### src/rtl/match_mon_pkg.sv
// Shared types and helpers for the match event monitor: FSM state encoding
// and a saturating adder used by the event counter and the running total.
package match_mon_pkg;

  typedef enum logic {
    IDLE = 1'b0,
    RUN  = 1'b1
  } state_t;

  // All-ones value of a field that is `width` bits wide (width <= 32).
  function automatic logic [31:0] all_ones(input int width);
    return (width >= 32) ? 32'hffff_ffff : ((32'd1 << width) - 32'd1);
  endfunction

  // a + b clamped to max_val; the sum is formed one bit wider so it cannot wrap.
  function automatic logic [31:0] sat_add(input logic [31:0] a,
                                          input logic [31:0] b,
                                          input logic [31:0] max_val);
    logic [32:0] sum;
    sum = {1'b0, a} + {1'b0, b};
    return (sum > {1'b0, max_val}) ? max_val : sum[31:0];
  endfunction

endpackage

### src/rtl/match_win_timer.sv
// Window timer: counts WIN_LEN cycles once started, wraps at the end of each
// window and flags the last cycle with win_end. abort stops and zeroes it.
module match_win_timer #(
  parameter int WIN_LEN = 16
) (
  input  logic clk,
  input  logic rst_b,
  input  logic start,
  input  logic abort,
  output logic win_end
);

  localparam int CW = (WIN_LEN > 1) ? $clog2(WIN_LEN) : 1;

  logic          active;
  logic [CW-1:0] win_cnt;

  assign win_end = active && (win_cnt == CW'(WIN_LEN - 1));

  // NOTE: sequential state is written with non-blocking assignments only, so
  // every flop samples the values from before the edge regardless of order.
  always_ff @(posedge clk or negedge rst_b) begin
    if (!rst_b) begin
      active  <= 1'b0;
      win_cnt <= '0;
    end else if (abort) begin
      active  <= 1'b0;
      win_cnt <= '0;
    end else if (start) begin
      active  <= 1'b1;
      win_cnt <= '0;
    end else if (active) begin
      win_cnt <= win_end ? '0 : win_cnt + 1'b1;
    end
  end

endmodule

### src/rtl/match_event_monitor.sv
// Counts rising edges of the pattern detector output per WIN_LEN-cycle window
// and publishes each count on a valid/ready port with alarm and overrun flags.
// Define MATCH_MON_TOTAL_EN to add a saturating running total (total_count).
module match_event_monitor
  import match_mon_pkg::*;
#(
  parameter int CNT_W   = 8,
  parameter int WIN_LEN = 16,
  parameter int THRESH  = 4
`ifdef MATCH_MON_TOTAL_EN
  , parameter int TOT_W = 16
`endif
) (
  input  logic             clk,
  input  logic             rst_b,
  input  logic             en,
  input  logic             clr,
  input  logic             det_in,
  input  logic             cnt_ready,
  output logic [CNT_W-1:0] evt_count,
  output logic             cnt_valid,
  output logic             alarm,
  output logic             overrun,
  output logic             busy
`ifdef MATCH_MON_TOTAL_EN
  , output logic [TOT_W-1:0] total_count
`endif
);

  localparam logic [31:0] CNT_MAX = all_ones(CNT_W);

  state_t           state_q, state_d;
  logic             det_q;
  logic             event_hit;
  logic             win_end;
  logic             start;
  logic             abort;
  logic             publish;
  logic [CNT_W-1:0] cnt;
  logic [31:0]      pub_val;

  assign event_hit = det_in & ~det_q;
  // Count including an event on the current cycle; also the next counter value.
  assign pub_val   = sat_add(32'(cnt), 32'(event_hit), CNT_MAX);

  match_win_timer #(.WIN_LEN(WIN_LEN)) u_timer (
    .clk     (clk),
    .rst_b   (rst_b),
    .start   (start),
    .abort   (abort),
    .win_end (win_end)
  );

  // NOTE: every signal driven here gets a default first, so no path leaves
  // one unassigned and no latch is inferred.
  always_comb begin
    state_d = state_q;
    busy    = (state_q == RUN);
    start   = 1'b0;
    abort   = 1'b0;
    publish = 1'b0;
    if (clr) begin
      state_d = IDLE;
      abort   = 1'b1;
    end else begin
      case (state_q)
        IDLE: begin
          if (en) begin
            state_d = RUN;
            start   = 1'b1;
          end
        end
        RUN: begin
          publish = win_end;
          if (!en) begin
            state_d = IDLE;
            abort   = 1'b1;
          end
        end
      endcase
    end
  end

  always_ff @(posedge clk or negedge rst_b) begin
    if (!rst_b) state_q <= IDLE;
    else        state_q <= state_d;
  end

  // The edge detector keeps tracking det_in even through clr and IDLE.
  always_ff @(posedge clk or negedge rst_b) begin
    if (!rst_b) det_q <= 1'b0;
    else        det_q <= det_in;
  end

  always_ff @(posedge clk or negedge rst_b) begin
    if (!rst_b) begin
      cnt       <= '0;
      evt_count <= '0;
      cnt_valid <= 1'b0;
      alarm     <= 1'b0;
      overrun   <= 1'b0;
    end else if (clr) begin
      cnt       <= '0;
      cnt_valid <= 1'b0;
      overrun   <= 1'b0;
    end else begin
      if (publish) begin
        evt_count <= CNT_W'(pub_val);
        alarm     <= (pub_val >= 32'(THRESH));
        cnt_valid <= 1'b1;
        if (cnt_valid && !cnt_ready) overrun <= 1'b1;
      end else if (cnt_valid && cnt_ready) begin
        cnt_valid <= 1'b0;
      end
      if (publish || state_q != RUN || !en) cnt <= '0;
      else                                  cnt <= CNT_W'(pub_val);
    end
  end

`ifdef MATCH_MON_TOTAL_EN
  always_ff @(posedge clk or negedge rst_b) begin
    if (!rst_b)       total_count <= '0;
    else if (clr)     total_count <= '0;
    else if (publish) total_count <= TOT_W'(sat_add(32'(total_count), pub_val, all_ones(TOT_W)));
  end
`endif

endmodule

### config.mk
export PLATFORM = sky130hd
export DESIGN_NAME = match_event_monitor
export DESIGN_NICKNAME = d
export VERILOG_FILES = /design/src/rtl/match_mon_pkg.sv /design/src/rtl/match_win_timer.sv /design/src/rtl/match_event_monitor.sv
export SDC_FILE = /design/constraint.sdc
export NUM_CORES = 1
export LEC_CHECK = 0
export BUFFER_PORTS_ARGS = -buffer_cell sky130_fd_sc_hd__buf_2
export CAP_MARGIN = 40
export CORE_MARGIN = 2
export CORE_UTILIZATION = 35
export CTS_CLUSTER_DIAMETER = 100
export DETAILED_ROUTE_END_ITERATION = 10
export SKIP_CTS_REPAIR_TIMING = 1
export SLEW_MARGIN = 20
export SYNTH_ARGS = -nofsm -noshare
export SYNTH_HDL_FRONTEND = slang
export SYNTH_SLANG_ARGS = --single-unit
### constraint.sdc
create_clock -name clk -period 3.97 [get_ports clk]
set_clock_uncertainty 0.05 [all_clocks]
set_input_delay 0.794 -clock clk [delete_from_list [all_inputs] [get_ports clk]]
set_output_delay 0.794 -clock clk [all_outputs]
set_load 0.05 [all_outputs]
### After elaboration in Yosys (flattened, before gate mapping)

Index checks and enable logic that the tools add are counted.

* register bits after elaboration: 26
* input port bits: 6
* output and inout port bits: 12
* word-level logic and storage cells: 56

* $add $sub $neg: 2
* order comparisons: 2
* eq/ne operators: 1
* multiplexer cells: 24
* bitwise operators: 4
* reduce and logical (&&, ||, !) cells: 14

Operator list (number)
* 1-bit 2-to-1 mux: 17
* 4-bit 2-to-1 mux: 4
* 8-bit 2-to-1 mux: 2
* 8-bit by 1-bit adder with 9-bit output: 1
* 9-bit by 3-bit greater-or-equal comparator with 1-bit output, second input constant: 1
* 9-bit by 8-bit > comparator with 1-bit output, second input constant: 1
* 9-bit 2-to-1 mux: 1
* 2-bit nonzero test: 3
* 3-bit nonzero test: 2
* 4-bit by 1-bit adder with 4-bit output, second input constant: 1
* 4-bit == test, second input constant: 1
* 2-bit AND reduction: 2
* 1-bit logical AND: 3
* 1-bit NOT: 3
* 1-bit logical NOT: 2
* 1-bit logical OR: 2
* 1-bit bitwise AND: 1

### Logic depth before layout (Yosys ltp)

Gate-level depths: netlist of the first run.

* depth after elaboration: 8
* gate-level depth with buffers: 7

### Modules after synthesis

Synthesis of the first run repeated with hierarchy kept, for this count alone.

* cells, all modules: 120
* area, all modules: 1251.2 um2

By module, submodules not included
* match_event_monitor: instances 1, cells an instance 95, area an instance 1001.0 um2
* match_win_timer: instances 1, cells an instance 25, area an instance 250.2 um2

### Worst setup path after synthesis of the first run

Ideal clock, no wire load.

* path type: input-to-reg
* start point: input det_in
* end point: register evt_count[6]
* library setup time: 125 ps
* arrival time: 1986 ps
* required time: 3795 ps
* slack: 1810 ps
* cell stages on the path: 7
* buffers on the path: 0
* cell sequence: nor2b_1 ha_1 ha_1 and4_1 a21oi_1 a31oi_1 mux2_2

* word-level cells in the longest chain between the ends: 4

RTL lines
* start: declaration: RTL line match_event_monitor.sv:18 `input logic det_in,`
* 1-bit bitwise AND *: RTL line match_event_monitor.sv:42 `assign event_hit = det_in & ~det_q;`
* 8-bit by 1-bit adder with 9-bit output *: RTL line match_mon_pkg.sv:20 `sum = {1'b0, a} + {1'b0, b};`
* 9-bit by 8-bit > comparator with 1-bit output: RTL line match_mon_pkg.sv:21 `return (sum > {1'b0, max_val}) ? max_val : sum[31:0];`
* 9-bit 2-to-1 mux *: RTL line match_mon_pkg.sv:21
* end signal: assignment: RTL line match_event_monitor.sv:108 `evt_count <= CNT_W'(pub_val);`
* end: declaration: RTL line match_event_monitor.sv:20 `output logic [CNT_W-1:0] evt_count,`

Every way passes the cells marked *; elsewhere a longest branch is shown, timed or not.
A chain may end at the register's enable or synchronous reset.

### Worst setup path after layout of the first run

* start point: register u_timer.win_cnt[0]
* end point: register evt_count[6]

* word-level cells in the longest chain between the ends: 5

RTL lines
* start: declaration: RTL line match_win_timer.sv:16 `logic [CW-1:0] win_cnt;`
* start signal: assignment: RTL line match_win_timer.sv:33 `win_cnt <= win_end ? '0 : win_cnt + 1'b1;`
* 4-bit == test: RTL line match_win_timer.sv:18 `assign win_end = active && (win_cnt == CW'(WIN_LEN - 1));`
* 1-bit logical AND: RTL line match_win_timer.sv:18
* 1-bit 2-to-1 mux: RTL line match_event_monitor.sv:66 `case (state_q)`
* 1-bit 2-to-1 mux: RTL line match_event_monitor.sv:62 `if (clr) begin`
* 2-bit AND reduction (no source line)

Every way passes these cells.

==> flow_summary.ini, run 1 <==
[clock_network]
root_buffer = clkbuf_4
clk_pin_slew_ps = 150
cts_tree = done
numCtsBuffers = 3
cts_sinks = 26
clk_latency_ps = 320
clockBufferDepth = 2
htreeDepth = 1

[pwr]
internal_power_mw = 0.330
p_per_area_nw_per_um2 = 310
p_leak_nw = 0.635
clock_power_share_pct = 31.5
comb_power_share_pct = 4.9
sequentialPowerShare_pct = 63.7
ir_drop_v = 0.000130
sw_frac_of_total_pct = 22.3
p_switching_mw = 0.0947

[global_route]
grt_max_degree = 27
grt_pass1_vias = 892
grt_pass1_wl_mm = 3.84
overflow = 0
antenna_found_initial = 0
grt.total_usage_pct = 12.2

[timing]
worstMarginPinSlew_ps = 797
hold_violations = 0
rsz0062_at_grt = false
finalSetupViolations = 0
maxSlewHeadroom_pct = 46.8
layout_min_cycle_time_ps = 2090
slew_viol_final = 0
fin_tns_setup_ps = 0
min_period_over_period_pct = 52.6
timing.hold.ws_ps = 408
maxClockFrequency_mhz = 479

[layout]
area_growth_pct = 13.5
drive_gt1_share_pct = 23.9
n_fill_cell = 354
nets = 144
ff_latch_area_um2 = 651
antenna_cells = 0
multi_input_area_um2 = 527

[floorplanning]
initial_utilization_pct = 36.2
die_x_um = 62.8
dieHeight_um = 62.8
io_pins = 18
row_count = 21
core_area_um2 = 3340
design.die.area_um2 = 3940

[drt]
drc = 0
drt_iter0_drc = 33
wire_per_inst_um = 12.5
drtAntennaViolNets = 0
routed-via-count = 879
routed_wl_mm = 2.25
drtPass1Iterations = 4
viasPerCell = 4.88

[synth]
synth_area_leaders = dfrtp_1 (54%), nor2_1 (5.9%), mux2i_1 (4.1%), ha_1 (3.1%), a21oi_1 (2.9%)
yosysTopAreaCellShare_pct = 53.8
synth.avg_cell_area_um2 = 10.5
netlist_instances = 115
syn_nets = 124
netlist_area_um2 = 1210
synth_cell_type_count = 30
yosysWarnings = 0
synth_top_cell_by_area = dfrtp_1
ys_ff_latch = 26
synth-seq-area-share_pct = 53.8

[critical_path]
cp_max_fo = 15
critPathCaptureType = register
arrival_ps = 2260
start_kind = register
r2r_cells = 4
worstSetupPathType = reg2reg
cp_data_required_time_ps = 4150

[flow_run]
maxCapViolCount = 0

[min_path]
hp-class = in2async

[placement]
dp_hpwl_mm = 1.65
port_buffers = 17
place_congestion = 0.882

[status]
status = finished clean
==> synth_stat cells <==
cell      number
nand2_1        7
nand3_1        5
or3_1          1
nand4_1        1
o21ai_0        1
and3_1         2
xnor2_1        2
buf_6          1
mux2i_1        5
nor2b_1        3
buf_2          1
mux2_2         1
a21o_1         1
a21oi_1        7
a31oi_1        5
nor2_2         3
xor2_1         3
nand4_2        1
nor3_1         3
o21ba_2        1
nor3b_4        1
and4_1         1
nand2b_1       2
ha_1           3
dfrtp_1       26
nor2_1        19
maj3_1         1
or2_2          1
a21oi_2        3
inv_1          4
==> final cells by class <==
type                       instances  share of cell area, %
sequential                        26                   47.4
multi-input combinational         83                   38.4
timing repair buffer              17                   6.20
tap                               46                   4.20
clock buffer                       4                   2.65
inverter                           4                   1.09
==> power groups by stage <==
stage | Clock [mW] | Combinational [mW] | Sequential [mW]
4_1_cts | 0.137 | 0.0212 | 0.271
3_5_place_dp | 0 | 0.0212 | 0.275
2_1_floorplan | 0 | 0.00835 | 0.277
6_report | 0.134 | 0.0206 | 0.270
3_3_place_gp | 0 | 0.0206 | 0.275
5_1_grt | 0.152 | 0.0236 | 0.271
==> metal layers <==
metal	track usage, %	share of wire (%)
met1	15.3	47
met2	20.8	49
met5	0	0
met3	2.34	3.2
met4	4.72	0.84
==> through the flow <==
| stage | util (%) | instance area, um2 | worst slack [ps] | instances | power [mW] |
|---|---|---|---|---|---|
| final | 41.1 | 1370 | 1880 | 180 | 0.425 |
| after global routing | 41.1 | 1370 | 1730 | 180 | 0.447 |
| after CTS | 41.1 | 1370 | 1880 | 180 | 0.429 |
| after detailed placement | 40.0 | 1340 | 1620 | 176 | 0.297 |
| after global placement | 40.0 | 1340 | 1650 | 176 | 0.296 |
| after floorplan | - | 1210 | 1810 | 115 | 0.285 |
==> cell usage in the layout (no fill, tap or decap) <==
cell	netlist	layout
nor2_1	19	19
a21o_1	1	1
clkbuf_4	0	3
o21ai_0	1	1
a21oi_1	7	7
buf_2	1	17
dfrtp_1	26	26
nor3_1	3	3
or2_2	1	1
nand3_1	5	5
ha_1	3	3
xnor2_1	2	2
clkbuf_8	0	1
and3_1	2	2
mux2i_1	5	5
nand2b_1	2	2
nor2b_1	3	3
a21oi_2	3	3
inv_1	4	4
or3_1	1	1
nor3b_4	1	1
nand2_1	7	7
xor2_1	3	3
mux2_2	1	1
o21ba_2	1	1
a31oi_1	5	5
nor2_2	3	3
nand4_2	1	1
and4_1	1	1
maj3_1	1	1
nand4_1	1	1
==> path summary, 6_finish.rpt <==
path / endpoint / start / slack [ps]
setup / recovery: evt_count[6] / u_timer.win_cnt[0] / 1880
hold / removal: cnt[6] / rst_b / 410
setup reg to reg: evt_count[6] / u_timer.win_cnt[0] / 1880
hold reg to reg: evt_count[4] / evt_count[4] / 470
max in group asynchronous: u_timer.active / rst_b / 3070
min in group clk: evt_count[4] / evt_count[4] / 470
==> sequential cells by signal (all words and copies together) (netlist names) <==
register,flops
cnt,8
evt_count,8
det_q,1
u_timer.active,1
u_timer.win_cnt,4
overrun,1
cnt_valid,1
alarm,1
busy,1
==> critical path, cell delays in order (launching register included) <==
cell and delay [ps]:
dfrtp_1 430, ha_1 250, nand4_2 140, nor3b_4 710
mux2_2 410
==> kinds of logic after synthesis <==
kind of cell	after synthesis	synth area share [%]
XOR/XNOR	5	3.62
flip-flops	26	53.8
AO/OA/AOI/OAI	18	9.52
adder cells (fa/ha/maj)	4	3.93
AND/OR/NAND/NOR	50	21.4
buffers and inverters	6	2.59
multiplexers	6	5.07
Power figures use the tool's default switching activity.
==> inputs of run 2 (changes only) <==
==> constraint.sdc (replaced) <==
create_clock -name clk -period 2.1 [get_ports clk]
set_clock_uncertainty 0.05 [all_clocks]
set_input_delay 0.42 -clock clk [delete_from_list [all_inputs] [get_ports clk]]
set_output_delay 0.42 -clock clk [all_outputs]
set_load 0.05 [all_outputs]
==> flow_summary.ini, run 2 (synthesis results as in run 1) <==
[global_route]
globalRoute.busiestLayer = met2
overflow = 0
use_met1_pct = 16.3
antenna_found_initial = 0
grt.total_usage_pct = 11.9
grt_pass1_wl_mm = 3.72
grt_max_degree = 27
grtUsageMet3_pct = 3.96
grt.met2_usage_pct = 17.7
grt_pass1_vias = 812

[floorplanning]
die_x_um = 62.8
core_area_um2 = 3340
design.die.area_um2 = 3940
dieHeight_um = 62.8
io_pins = 18
row_count = 21
initial_utilization_pct = 36.2

[layout]
multi_input_area_um2 = 527
n_fill_cell = 332
nets = 146
final_cells = 182
mostFrequentLayoutCell = dfrtp_1
area_growth_pct = 14.7
stdcell_area_um2 = 1390
reg_top3 = cnt (8), evt_count (8), u_timer.win_cnt (4)
ff_latch_area_um2 = 651
antenna_cells = 0
fin_util_pct = 41.5
drive_gt1_share_pct = 25.0
layout_common_cells = dfrtp_1 (26), nor2_1 (19), buf_2 (17)

[placement]
dp_hpwl_mm = 1.54
place_area_um2 = 1350
post-place-ws_ps = 121
port_buffers = 17
place_congestion = 0.842
dp.cells = 178

[drt]
routed_wl_mm = 2.07
drc = 0
wire_per_inst_um = 11.4
routed-via-count = 873
drtAntennaViolNets = 0
drt_iter0_drc = 25
drtPass1Iterations = 4
viasPerCell = 4.80

[clock_network]
clk_latency_ps = 320
clockBufferDepth = 2
clk_pin_slew_ps = 140
numCtsBuffers = 3
htreeDepth = 1
cts_tree = done
root_buffer = clkbuf_4
cts_sinks = 26

[timing]
timing.hold.ws_ps = 17.7
finalSetupViolations = 0
layout_min_cycle_time_ps = 1740
min_period_over_period_pct = 83.1
slew_viol_final = 0
rsz0062_at_grt = false
maxClockFrequency_mhz = 573
worstMarginPinSlew_ps = 571
hold_violations = 0
timing.final.ws_setup_ps = 356
maxSlewHeadroom_pct = 61.9
fin_tns_setup_ps = 0

[pwr]
p_leak_nw = 0.646
total_power_mw = 0.798
p_per_area_nw_per_um2 = 576
ir_drop_v = 0.000345

[critical_path]
cp_max_fo = 4
start_kind = register
arrival_ps = 1950
cp_data_required_time_ps = 2300
worstSetupPathType = reg2reg
reg2reg_slack_ps = 360
critPathCaptureType = register

[min_path]
hp-class = in2async

[flow_run]
maxCapViolCount = 0

[status]
status = finished clean
[run 2: path summary, 6_finish.rpt]
path | from | end | depth (start not counted)
max | det_q | cnt[5] | 6
min | rst_b | cnt[6] | 1
max reg2reg | det_q | cnt[5] | 6
min reg2reg | evt_count[4] | evt_count[4] | 2
max in group asynchronous | rst_b | evt_count[0] | 1
min in group clk | det_in | det_q | 1
[run 2: worst max-delay path: stages (launching register included)]
cell     delay [ps]
dfrtp_1         390
nor2b_1         110
ha_1            200
ha_1            230
nand4_1         190
or2_2           380
a21oi_1         140
[run 2: final cells by class]
cell class,instances,share of cell area (%)
clock buffers,4,2.62
inverters,4,1.08
multi-input cells,83,38.0
flip-flops and latches,26,46.9
well taps,46,4.15
repair buffers,19,7.22
[run 2: metal layers]
layer	part of all wire, %	up-vias
met4	1.1	0
met2	47	28
met1	47	408
met5	0	-
met3	5.1	2
li1	-	435
[run 2: where the power goes]
part	internal, mW	switching (mW)
clock network	0.106	0.143
logic	0.0127	0.0254
registers	0.505	0.00624
total	0.624	0.174
==> inputs of run 3 (changes only) <==
--- a/config.mk
+++ b/config.mk
@@ -5,6 +5,7 @@
 export SDC_FILE = /design/constraint.sdc
 export NUM_CORES = 1
 export LEC_CHECK = 0
+export ABC_AREA = 1
 export BUFFER_PORTS_ARGS = -buffer_cell sky130_fd_sc_hd__buf_2
 export CAP_MARGIN = 40
 export CORE_MARGIN = 2
==> constraint.sdc (replaced) <==
create_clock -name clk -period 1.49 [get_ports clk]
set_clock_uncertainty 0.05 [all_clocks]
set_input_delay 0.298 -clock clk [delete_from_list [all_inputs] [get_ports clk]]
set_output_delay 0.298 -clock clk [all_outputs]
set_load 0.05 [all_outputs]
==> flow_summary.ini, run 3 <==
[status]
status = finished, violations left
violations = negative setup slack

[timing]
maxClockFrequency_mhz = 587
layout_min_cycle_time_ps = 1700
min_period_over_period_pct = 114
hold_violations = 0
worstMarginPinSlew_ps = 334
slew_viol_final = 0
timing.final.ws_setup_ps = -213
rsz0062_at_grt = true
maxSlewHeadroom_pct = 77.8
finalSetupViolations = 16
timing.hold.ws_ps = 38.9

[layout]
mostFrequentLayoutCell = nand2_1
antenna_cells = 0
area_growth_pct = 38.2
final_cells = 236
drive_gt1_share_pct = 42.1
fin_util_pct = 50.7
reg_top3 = cnt (8), evt_count (8), u_timer.win_cnt (4)
stdcell_area_um2 = 1710
ff_latch_area_um2 = 652
layout_common_cells = nand2_1 (28), dfrtp_1 (25), buf_4 (25)
nets = 200
multi_input_area_um2 = 581
n_fill_cell = 331

[floorplanning]
io_pins = 18
dieHeight_um = 63.4
design.die.area_um2 = 4020
initial_utilization_pct = 36.7
die_x_um = 63.4
row_count = 21
core_area_um2 = 3360

[clock_network]
htreeDepth = 1
clockBufferDepth = 2
numCtsBuffers = 3
clk_latency_ps = 320
cts_sinks = 26
root_buffer = clkbuf_4
clk_pin_slew_ps = 140
cts_tree = done

[drt]
viasPerCell = 4.65
drt_iter0_drc = 33
drtAntennaViolNets = 0
wire_per_inst_um = 11.8
routed_wl_mm = 2.79
drtPass1Iterations = 4
routed-via-count = 1097
drc = 0

[flow_run]
maxCapViolCount = 0

[global_route]
grt.total_usage_pct = 14.4
antenna_found_initial = 0
grt_max_degree = 16
grt_pass1_wl_mm = 4.56
overflow = 0
grt_pass1_vias = 1023

[placement]
dp_hpwl_mm = 1.98
dp.cells = 223
port_buffers = 17
place_area_um2 = 1540
place_congestion = 0.808

[synth]
yosysTopAreaCellShare_pct = 52.7
synth_area_leaders = dfrtp_1 (53%), nand2_1 (11%), inv_1 (5.5%), nand3_1 (5.3%), nor2_1 (4.9%)
synth-edff-count = 0
netlist_area_um2 = 1230
netlist_instances = 142
async_flop_share_pct = 100
yosys-top-cells-count = nand2_1 (36), dfrtp_1 (26), inv_1 (18), nor2_1 (16), nand3_1 (13)
synth.avg_cell_area_um2 = 8.69
synth_top_cell_by_area = dfrtp_1
synth_cell_type_count = 24
synth-seq-area-share_pct = 52.7
synth.most_common_cell = nand2_1
syn_nets = 151
synth_ff_type = dfrtp_1
yosysWarnings = 0
ys_ff_latch = 26

[min_path]
hp-start = det_in
hp-class = in2reg

[critical_path]
r2r_start = det_q
cp_data_required_time_ps = 1670
worstSetupPathType = reg2reg
start_kind = register
cp_max_fo = 3
crit_start = det_q
arrival_ps = 1890
critPathCaptureType = register

[pwr]
ir_drop_v = 0.000367
p_per_area_nw_per_um2 = 717
p_leak_nw = 0.910
run 3: through the flow:
step           setup TNS, ps  setup WS, ps  total power, mW
2_1_floorplan          -32.9         -32.9            0.820
3_3_place_gp           -1770          -266            0.872
3_5_place_dp           -2280          -286            0.874
4_1_cts                -1460          -241             1.24
5_1_grt                -3380          -315             1.29
6_report               -1690          -213             1.22
run 3: final timing paths:
check | to | slack, ps | cells past startpoint
setup / recovery | evt_count[4] | -210 | 12
hold / removal | det_q | 40 | 1
setup reg to reg | evt_count[4] | -210 | 12
hold reg to reg | evt_count[3] | 440 | 2
max in group asynchronous | u_timer.active | 640 | 3
min in group asynchronous | cnt[6] | 340 | 2
run 3: final cells by class:
| class | count | area share (%) |
|---|---|---|
| multi-input combinational | 96 | 34.0 |
| clock buffer | 4 | 2.13 |
| inverter | 19 | 4.33 |
| tap | 46 | 3.37 |
| sequential | 26 | 38.2 |
| timing repair buffer | 45 | 17.9 |
run 3: metal layers:
| metal | GRT usage [%] | routed length, um | vias to the layer above |
|---|---|---|---|
| li1 | - | - | 554 |
| met1 | 17.6 | 1210 | 530 |
| met2 | 25.1 | 1480 | 11 |
| met3 | 2.32 | 69 | 2 |
| met4 | 5.98 | 24 | 0 |
| met5 | 0 | 0 | - |
run 3: critical path: stages (launching register included):
cell and delay [ps]:
dfrtp_1 400, nor2_2 110, ha_2 210, ha_4 170, nand2_4 60, inv_2 70
nand2_2 60, nand2_2 80, nand2_2 50, buf_4 130, buf_4 120, nand2_2 60
nand2_2 40
run 3: cells by family (layout without fill, tap and decap cells):
family | Yosys count | after routing | synth area share [%]
and+or+nand+nor | 72 | 72 | 26.1
xor gates and xnor gates | 3 | 3 | 2.13
DFF | 26 | 26 | 52.7
AOI/OAI and AO/OA | 18 | 18 | 9.33
adders and majority gates | 3 | 3 | 3.04
buffers and inverters | 20 | 68 | 6.69
run 3: report_power, final:
part	switching [mW]	internal (mW)
logic	0.0902	0.0377
clock network	0.210	0.149
registers	0.0116	0.724
